**src/rtl/gps_chan_ctrl_pkg.sv**
```systemverilog
// Shared register map, field offsets and channel configuration type for the
// GPS channel control plane.
package gps_ctrl_pkg;

    localparam int ADDR_ID      = 0;
    localparam int ADDR_VERSION = 1;
    localparam int ADDR_CTRL    = 2;
    localparam int ADDR_STATUS  = 3;
    localparam int ADDR_NOISE   = 7;

    localparam int OFS_FREQ = 0;
    localparam int OFS_GAIN = 1;
    localparam int OFS_CA   = 2;
    localparam int OFS_RATE = 3;

    localparam logic [31:0] ID_VALUE      = 32'hdeadbeef;
    localparam logic [31:0] VERSION_VALUE = 32'h00020000;

    typedef struct packed {
        logic [31:0] freq;
        logic [15:0] gain;
        logic [5:0]  ca_sel;
        logic [31:0] rate;
    } chan_cfg_t;

    function automatic logic [31:0] merge_bytes(input logic [31:0] old_word,
                                                input logic [31:0] new_word,
                                                input logic [3:0]  strb);
        logic [31:0] r;
        r = old_word;
        for (int unsigned b = 0; b < 4; b++) begin
            if (strb[b]) r[8*b +: 8] = new_word[8*b +: 8];
        end
        return r;
    endfunction

endpackage

```
**src/rtl/gps_chan_slot.sv**
```systemverilog
// One satellite channel: byte-merged shadow registers, atomic commit to the
// active set, and per-epoch Doppler-rate ramp of the active frequency.
module gps_chan_slot
    import gps_ctrl_pkg::*;
#(
    parameter int Naddr = 5,
    parameter int Base  = 8
) (
    input  logic             clk,
    input  logic             reset,
    input  logic             wr_en,
    input  logic [Naddr-1:0] wr_addr,
    input  logic [31:0]      wr_data,
    input  logic [3:0]       wr_strb,
    input  logic             commit,
    input  logic             ramp,
    output chan_cfg_t        shadow,
    output chan_cfg_t        active
);

    localparam logic [Naddr-1:0] A_FREQ = Naddr'(Base + OFS_FREQ);
    localparam logic [Naddr-1:0] A_GAIN = Naddr'(Base + OFS_GAIN);
    localparam logic [Naddr-1:0] A_CA   = Naddr'(Base + OFS_CA);
    localparam logic [Naddr-1:0] A_RATE = Naddr'(Base + OFS_RATE);

    logic [31:0] cur_word;
    logic [31:0] merged;

    always_comb begin
        cur_word = '0;
        case (wr_addr)
            A_FREQ:  cur_word = shadow.freq;
            A_GAIN:  cur_word = {16'h0, shadow.gain};
            A_CA:    cur_word = {26'h0, shadow.ca_sel};
            A_RATE:  cur_word = shadow.rate;
            default: cur_word = '0;
        endcase
        merged = merge_bytes(cur_word, wr_data, wr_strb);
    end

    // Commit samples the shadow before any same-cycle write lands.
    always_ff @(posedge clk) begin
        if (reset) begin
            shadow <= '0;
            active <= '0;
        end else begin
            if (commit)
                active <= shadow;
            else if (ramp)
                active.freq <= active.freq + active.rate;
            if (wr_en) begin
                case (wr_addr)
                    A_FREQ:  shadow.freq   <= merged;
                    A_GAIN:  shadow.gain   <= merged[15:0];
                    A_CA:    shadow.ca_sel <= merged[5:0];
                    A_RATE:  shadow.rate   <= merged;
                    default: ;
                endcase
            end
        end
    end

endmodule

```
**src/rtl/gps_chan_ctrl.sv**
```systemverilog
// Control-plane register block for gps_emulator: CTRL/STATUS/NOISE registers,
// commit sequencing, per-channel slots and a registered readback path.
module gps_chan_ctrl
    import gps_ctrl_pkg::*;
#(
    parameter int Nsat   = 4,
    parameter int Nregs  = 32,
    parameter int Naddr  = $clog2(Nregs),
    parameter int Nstart = 8,
    parameter int Nstep  = 4,
    parameter int Nact   = 24
) (
    input  logic                  clk,
    input  logic                  reset,
    input  logic                  wr_en,
    input  logic [Naddr-1:0]      wr_addr,
    input  logic [31:0]           wr_data,
    input  logic [3:0]            wr_strb,
    input  logic                  rd_en,
    input  logic [Naddr-1:0]      rd_addr,
    output logic [31:0]           rd_data,
    output logic                  rd_valid,
    input  logic                  epoch,
    output logic                  gps_enable,
    output logic [Nsat-1:0][31:0] sat_freq,
    output logic [Nsat-1:0][15:0] sat_gain,
    output logic [Nsat-1:0][5:0]  sat_ca_sel,
    output logic [15:0]           gps_noise_gain
);

    if (!((Nstart + Nstep*Nsat <= Nact) && (Nact + Nsat <= Nregs))) begin : g_bad_map
        $error("gps_chan_ctrl: channel blocks overlap or exceed the address space");
    end

    logic        enable, commit_mode, pending;
    logic [7:0]  commit_count;
    logic [15:0] noise;
    logic        ctrl_wr, mode_next, req, commit, ramp;
    logic [31:0] rd_word;
    chan_cfg_t   shadow [Nsat];
    chan_cfg_t   active [Nsat];

    // The mode written alongside commit_req decides how that request is handled.
    assign ctrl_wr   = wr_en && (wr_addr == Naddr'(ADDR_CTRL));
    assign mode_next = (ctrl_wr && wr_strb[0]) ? wr_data[1] : commit_mode;
    assign req       = ctrl_wr && wr_strb[0] && wr_data[2];
    assign commit    = (req && !mode_next) || (epoch && pending);
    assign ramp      = epoch && enable && !commit;

    always_ff @(posedge clk) begin
        if (reset) begin
            enable       <= 1'b0;
            commit_mode  <= 1'b0;
            pending      <= 1'b0;
            commit_count <= '0;
            noise        <= '0;
        end else begin
            if (ctrl_wr && wr_strb[0]) begin
                enable      <= wr_data[0];
                commit_mode <= wr_data[1];
            end
            if (commit) begin
                pending      <= 1'b0;
                commit_count <= commit_count + 8'd1;
            end else if (req && mode_next) begin
                pending <= 1'b1;
            end
            if (wr_en && (wr_addr == Naddr'(ADDR_NOISE))) begin
                if (wr_strb[0]) noise[7:0]  <= wr_data[7:0];
                if (wr_strb[1]) noise[15:8] <= wr_data[15:8];
            end
        end
    end

    for (genvar ch = 0; ch < Nsat; ch++) begin : g_slot
        gps_chan_slot #(
            .Naddr(Naddr),
            .Base (Nstart + Nstep*ch)
        ) u_slot (
            .clk    (clk),
            .reset  (reset),
            .wr_en  (wr_en),
            .wr_addr(wr_addr),
            .wr_data(wr_data),
            .wr_strb(wr_strb),
            .commit (commit),
            .ramp   (ramp),
            .shadow (shadow[ch]),
            .active (active[ch])
        );
        assign sat_freq[ch]   = active[ch].freq;
        assign sat_gain[ch]   = active[ch].gain;
        assign sat_ca_sel[ch] = active[ch].ca_sel;
    end

    assign gps_enable     = enable;
    assign gps_noise_gain = noise;

    always_comb begin
        rd_word = '0;
        case (rd_addr)
            Naddr'(ADDR_ID):      rd_word = ID_VALUE;
            Naddr'(ADDR_VERSION): rd_word = VERSION_VALUE;
            Naddr'(ADDR_CTRL):    rd_word = {30'h0, commit_mode, enable};
            Naddr'(ADDR_STATUS):  rd_word = {16'h0, commit_count, 7'h0, pending};
            Naddr'(ADDR_NOISE):   rd_word = {16'h0, noise};
            default:              rd_word = '0;
        endcase
        for (int unsigned ch = 0; ch < Nsat; ch++) begin
            if (rd_addr == Naddr'(Nstart + Nstep*ch + OFS_FREQ)) rd_word = shadow[ch].freq;
            if (rd_addr == Naddr'(Nstart + Nstep*ch + OFS_GAIN)) rd_word = {16'h0, shadow[ch].gain};
            if (rd_addr == Naddr'(Nstart + Nstep*ch + OFS_CA))   rd_word = {26'h0, shadow[ch].ca_sel};
            if (rd_addr == Naddr'(Nstart + Nstep*ch + OFS_RATE)) rd_word = shadow[ch].rate;
            if (rd_addr == Naddr'(Nact + ch))                    rd_word = active[ch].freq;
        end
    end

    always_ff @(posedge clk) begin
        if (reset) begin
            rd_valid <= 1'b0;
            rd_data  <= '0;
        end else begin
            rd_valid <= rd_en;
            if (rd_en) rd_data <= rd_word;
        end
    end

endmodule

```
**config.mk**
```make
export PLATFORM = sky130hd
export DESIGN_NAME = gps_chan_ctrl
export DESIGN_NICKNAME = d
export VERILOG_FILES = /design/src/rtl/gps_chan_ctrl_pkg.sv /design/src/rtl/gps_chan_slot.sv /design/src/rtl/gps_chan_ctrl.sv
export SDC_FILE = /design/constraint.sdc
export NUM_CORES = 2
export LEC_CHECK = 0
export BUFFER_PORTS_ARGS = -buffer_cell sky130_fd_sc_hd__buf_2
export CAP_MARGIN = 20
export CORE_MARGIN = 2
export CORE_UTILIZATION = 60
export DETAILED_ROUTE_END_ITERATION = 12
export HOLD_SLACK_MARGIN = 0.15
export PLACE_DENSITY = 0.79
export SLEW_MARGIN = 20
export SYNTH_ARGS = -nofsm -noshare
export SYNTH_HDL_FRONTEND = slang
export SYNTH_HIERARCHICAL = 1
export SYNTH_SLANG_ARGS = --single-unit
```
**constraint.sdc**
```tcl
create_clock -name clk -period 4.1 [get_ports clk]
set_input_delay 0.82 -clock clk [delete_from_list [all_inputs] [get_ports clk]]
set_output_delay 0.82 -clock clk [all_outputs]
set_load 0.01 [all_outputs]
```
## After elaboration in Yosys (flattened, before gate mapping)

Index checks and enable logic that the tools add are counted.

| cells by class | value |
|---|---|
| div/mod/pow operators | 0 |
| shift operators | 0 |
| magnitude comparators | 0 |
| eq/ne operators | 42 |
| add/subtract/negate cells | 5 |
| bitwise logic cells | 0 |
| multiplexer cells | 50 |
| reduce and logical (&&, ||, !) cells | 33 |
| $mul | 0 |

Operator list:

| cell | count |
|---|---|
| 32-bit two-way mux | 28 |
| 32-bit one-hot mux with 3 select lines | 4 |
| 32-bit one-hot mux with 5 select lines | 1 |
| 32-bit adder | 4 |
| 8-bit two-way mux | 16 |
| 5-bit == test (second input constant) | 20 |
| 5-bit by 4-bit == test with 1-bit output (second input constant) | 16 |
| 2-bit AND reduction | 18 |
| 5-bit by 2-bit == test with 1-bit output (second input constant) | 3 |
| 5-bit by 3-bit == test with 1-bit output (second input constant) | 2 |
| 1-bit logical AND | 9 |
| 8-bit by 1-bit adder with 8-bit output (second input constant) | 1 |
| 5-bit by 1-bit == test with 1-bit output (second input constant) | 1 |
| 5-bit zero test | 1 |
| 1-bit zero test | 2 |
| 2-bit nonzero test | 1 |
| 2-bit OR reduction | 1 |
| 1-bit logical OR | 1 |
| 1-bit two-way mux | 1 |

| word-level totals | value |
|---|---|
| input port bits | 51 |
| bits in latches | 0 |
| memory bits (writable) | 0 |
| ROM bits | 0 |
| output and inout bits | 266 |
| memories kept | 0 |
| flip-flop bits (word level) | 748 |

## Depth between registers and ports, before layout

| logic depth | value |
|---|---|
| depth in word-level cells | 22 |
| mapped depth | 12 |
| gate-level depth less buffers | 11 |

## Hierarchy

Netlist, hierarchy kept.

Modules (own cells, without submodules):

| module | cells each | times used | area each (µm²) |
|---|---|---|---|
| gps_chan_slot at g_slot[1].u_slot | 1132 | 1 | 9125.0 |
| gps_chan_slot at g_slot[0].u_slot | 1127 | 1 | 9112.5 |
| gps_chan_slot at g_slot[3].u_slot | 1118 | 1 | 8871.0 |
| gps_chan_slot at g_slot[2].u_slot | 1120 | 1 | 8868.5 |
| gps_chan_ctrl | 1094 | 1 | 7448.4 |

## Worst setup path before layout

No wires, ideal clock.

| path | value |
|---|---|
| path kind | input to register |
| start point | in wr_strb[0] |
| end point | reg, netlist name g_slot[1].u_slot/active[83] |
| path buffers | 3 |
| slack | 0.546 ns |
| arrival time | 3.489 ns |
| stages | 12 |
| cells stage by stage | buf_2 nor3b_1 a32o_1 buf_2 nor2_1 buf_2 inv_1 nor2_1 or2b_4 nor2_1 or4b_1 nand4b_1 |

| between the ends | value |
|---|---|
| longest elaborated chain between the ends | 8 |
| elaborated cells on any way between the ends | 10 |
| classes of those cells | mux: 2; reduce/logical: 8 |

Ends and longest elaborated chain:

| item | RTL line | source |
|---|---|---|
| from (decl) | gps_chan_ctrl.sv:18 | `input logic [3:0] wr_strb,` |
| 1-bit logical AND (*) | gps_chan_ctrl.sv:45, gps_chan_ctrl.sv:46 |  |
| 1-bit two-way mux | - |  |
| 1-bit zero test | gps_chan_ctrl.sv:47 | `assign commit = (req && !mode_next) \|\| (epoch && pending);` |
| 1-bit logical AND (*) | gps_chan_ctrl.sv:47 |  |
| 1-bit logical OR (*) | gps_chan_ctrl.sv:47 |  |
| via commit | gps_chan_ctrl.sv:38 | `logic ctrl_wr, mode_next, req, commit, ramp;` |
| 1-bit zero test (*) | gps_chan_ctrl.sv:48 | `assign ramp = epoch && enable && !commit;` |
| 1-bit logical AND (*) | gps_chan_ctrl.sv:48 |  |
| via ramp | gps_chan_ctrl.sv:38 |  |
| 2-bit nonzero test (no source line) (*) | - |  |

Mark *: on every way through the listed nets, which the timed path passes. The rest lies on a longest branch.
A chain may end at the register's enable or synchronous reset.

## Final worst setup path

| path | value |
|---|---|
| start point | reg, netlist name g_slot[0].u_slot/active[54] |
| end point | reg, netlist name g_slot[0].u_slot/active[80] |

| between the ends | value |
|---|---|
| longest elaborated chain between the ends | 3 |

Ends and longest elaborated chain:

| item | RTL line | source |
|---|---|---|
| 32-bit adder | gps_chan_slot.sv:50 | `active.freq <= active.freq + active.rate;` |
| 32-bit two-way mux | gps_chan_slot.sv:49 | `else if (ramp)` |
| 32-bit two-way mux | gps_chan_slot.sv:47 | `if (commit)` |

No other way between the ends. The select of a mux whose other input is x is not followed.

==> metrics.md <==
| Metric | Value |
|---|---|
| Clock Sink Count | `748` |
| Pin slew with the least headroom to its limit | `1.22 ns` |
| EDFF count, synth | `0` |
| Number of port buffers | `316` |
| Core area | `0.0716 mm2` |
| Final hold vios | `0` |
| CP peak stage delay | `0.52 ns` |
| Pins Over Slew Limit | `0` |
| Max clock buf depth | `3` |
| Most common cell after layout, fill and taps aside | `nand2_1` |
| CP Launch Type | `flip-flop` |
| Power Density | `343 mW/mm2` |
| Leading area contributor after synthesis | `dfxtp_1` |
| Global placement routability congestion | `1.11` |
| Critical-path top delay cell | `a211oi_1` |
| Post-CTS Setup Inserts | `0` |
| Post-synthesis net count | `5771` |
| Min Hold Slack | `0.449 ns` |
| Placed Instances | `6564` |
| Grt total ovfl | `0` |
| Final cell count without fillers | `6725` |
| WS Path Type | `reg -> reg` |
| Synthesis-stage register bit count | `748` |
| Worst EP arrival | `3.97 ns` |
| Post-DP HPWL | `143000 um` |
| Worst Skew | `0.0238 ns` |
| Final Power | `16.6 mW` |
| Die Span Y | `273 um` |
| Period utilisation layout | `83.0%` |
| Total number of vias | `46800` |
| Residual DRC | `0` |
| Number of global-route vias before repair | `42300` |
| Synth unique cells | `129` |
| Crit path cell chain | `ha_1 -> fa_1 -> a21oi_1 -> o211ai_1 -> a211oi_1 -> o21ai_1 -> o221ai_1 -> xor2_1 -> a211oi_1` |
| Drt via density | `6.95` |
| Skew-Pair Late Insertion Delay | `0.67 ns` |
| Place WS | `0.407 ns` |
| # rows | `98` |
| Hold WC Path Type | `reg -> reg` |
| Register area share after synthesis | `34.5%` |
| Unrepaired setup endpoints after global routing | `no` |
| CP Data Required Time | `4.67 ns` |
| CTS tree | `done` |
| Die ar. | `0.0745 mm2` |
| Starting density of the core | `60.6%` |
| Post-Synthesis Cells | `5591` |
| Max-cap violations | `0` |
| Worst setup EP type | `flip-flop` |
| Leak | `18.8 nW` |
| Iteration-0 DRC count of the detailed router | `7269` |
| Ys async rst share | `0%` |
| Clock power frac | `48.1%` |
| Ys flop type | `dfxtp_1` |
| Nets | `5876` |
| Reg power frac | `44.5%` |
| Post-synth top area share | `34.5%` |
| Worst VDD drop | `0.000366 V` |
| Top cells by area, synth | `dfxtp_1, a21oi_1, nand2_1` |
| Layout area overhead | `11.4%` |
| Hold-fix buffers at CTS | `0` |
| Synthesized area | `0.0434 mm2` |
| Final setup violation count | `0` |
| Num CTS Buffers | `80` |
| Crit-path most repeated cell | `a211oi_1` |
| CTS Root Cell | `clkbuf_16` |
| Worst-path maximum fanout | `4` |
| Layout cells sized above 1 | `12.8%` |
| First-pass GRT wire length | `281000 um` |
| Status | `completed` |
| Routed Antenna Nets | `0` |
| Die Width | `273 um` |
| Synth Warn # | `6` |
| WL/cell | `29.2 um` |
| Largest delay share family, worst path | `compound AO/OA/AOI/OAI gates` |
| Internal | `12.3 mW` |
| Final setup TNS | `0 ns` |
| Initial antenna violation count | `26` |
| Avg Cell Area, Syn | `7.77 um2` |
| Largest net degree at the start of global routing | `232` |
| Post-Route WL | `196000 um` |
| Gate power share | `7.4%` |
| Slew margin rel. | `18.5%` |
| Drt pass-1 iters | `8` |
| Most frequent cells in the layout | `nand2_1, dfxtp_1, a21oi_1, nor2_1, mux2i_1` |
| Fmax | `0.294 GHz` |
| Sw Share | `25.7%` |
| Final worst slack | `0.698 ns` |
| Clk pin slew, worst setup/hold paths | `0.06 ns` |
| Global Route Usage Sum | `50.5%` |
| Sw Pwr | `4.27 mW` |
| Crit path time final | `3.40 ns` |
| Crit path buf inv count | `0` |
| # IOs | `317` |
| Depth of the CTS H-tree | `3` |
| Cts repair resizes | `0` |
[flip-flops by register name, summed over array words and instances, names as in the netlist]
signal,cells
g_slot.u_slot/active,344
g_slot.u_slot/shadow,344
rd_data,32
gps_noise_gain,16
commit_count,8
commit_mode,1
gps_enable,1
pending,1
rd_valid,1
[tightest hold or removal path, delay by kind of cell, from the launching register on]
| family | cells | cell delay [ns] |
|---|---|---|
| flops | 1 | 0.30 |
| compound gates | 1 | 0.05 |
| simple gates | 1 | 0.05 |
[kinds of logic (layout without fill, tap and decap cells)]
kind of cell	Yosys count	count (layout)	share of synthesized area, %
AOI/OAI and AO/OA	1712	1712	25.3
adders and majority gates	129	129	3.79
DFF	748	748	34.5
muxes	357	357	8.34
buffers and inverters	537	707	5.73
other	0	14	0
and+or+nand+nor	2019	2019	20.5
xor gates and xnor gates	89	89	1.80
[synthesized netlist by cell type, types with 59 or more instances]
cell type,count
a211oi_1,82
nor2_1,642
nand2_1,883
a22oi_1,123
ha_1,125
a221oi_1,66
clkbuf_1,261
a21o_1,59
dfxtp_1,748
mux2i_1,317
buf_2,91
a21oi_1,681
o21ai_0,255
inv_1,111
nor3_1,110
[metrics by stage]
| step | cell area (um2) | util (%) |
|---|---|---|
| 2_1_floorplan | 43400 | - |
| 3_3_place_gp | 45500 | 63.5 |
| 3_5_place_dp | 45500 | 63.5 |
| 4_1_cts | 48300 | 67.5 |
| 5_1_grt | 48400 | 67.5 |
| 6_report | 48400 | 67.6 |
[worst paths after layout]
check                                   start                          end  slack, ns  cells after the start
setup / recovery  g_slot[0].u_slot/active[54]  g_slot[0].u_slot/active[80]       0.70                      9
hold / removal                    rd_data[19]                  rd_data[19]       0.45                      2
setup reg to reg  g_slot[0].u_slot/active[54]  g_slot[0].u_slot/active[80]       0.70                      9
hold reg to reg                   rd_data[19]                  rd_data[19]       0.45                      2
[power by group through the flow]
stage,clock (mW),sequential (mW),combinational [mW]
after global routing,8.28,7.38,1.26
after CTS,7.97,7.37,1.15
after global placement,0,7.54,1.14
after floorplan,0,7.51,0.675
after detailed placement,0,7.54,1.15
final,7.99,7.38,1.23
[layout make-up]
| cell class | count | area (um2) |
|---|---|---|
| well taps | 950 | 1190 |
| fillers | 6041 | 23200 |
| multi-input cells | 4306 | 26100 |
| repair buffers | 448 | 2830 |
| flip-flops and latches | 748 | 15000 |
| clock buffers | 108 | 2250 |
| inverters | 112 | 420 |
| diodes | 14 | 35.0 |
| clock inverters | 39 | 642 |
[metal layers]
metal / routed length (um) / GRT usage, % / up-vias
met5: 208 / 0 / -
met4: 19900 / 41.5 / 30
met3: 25200 / 15.7 / 990
met2: 81700 / 74.5 / 3574
met1: 69300 / 60.3 / 21900
li1: - / - / 20300
(Power assumes the default switching activity.)
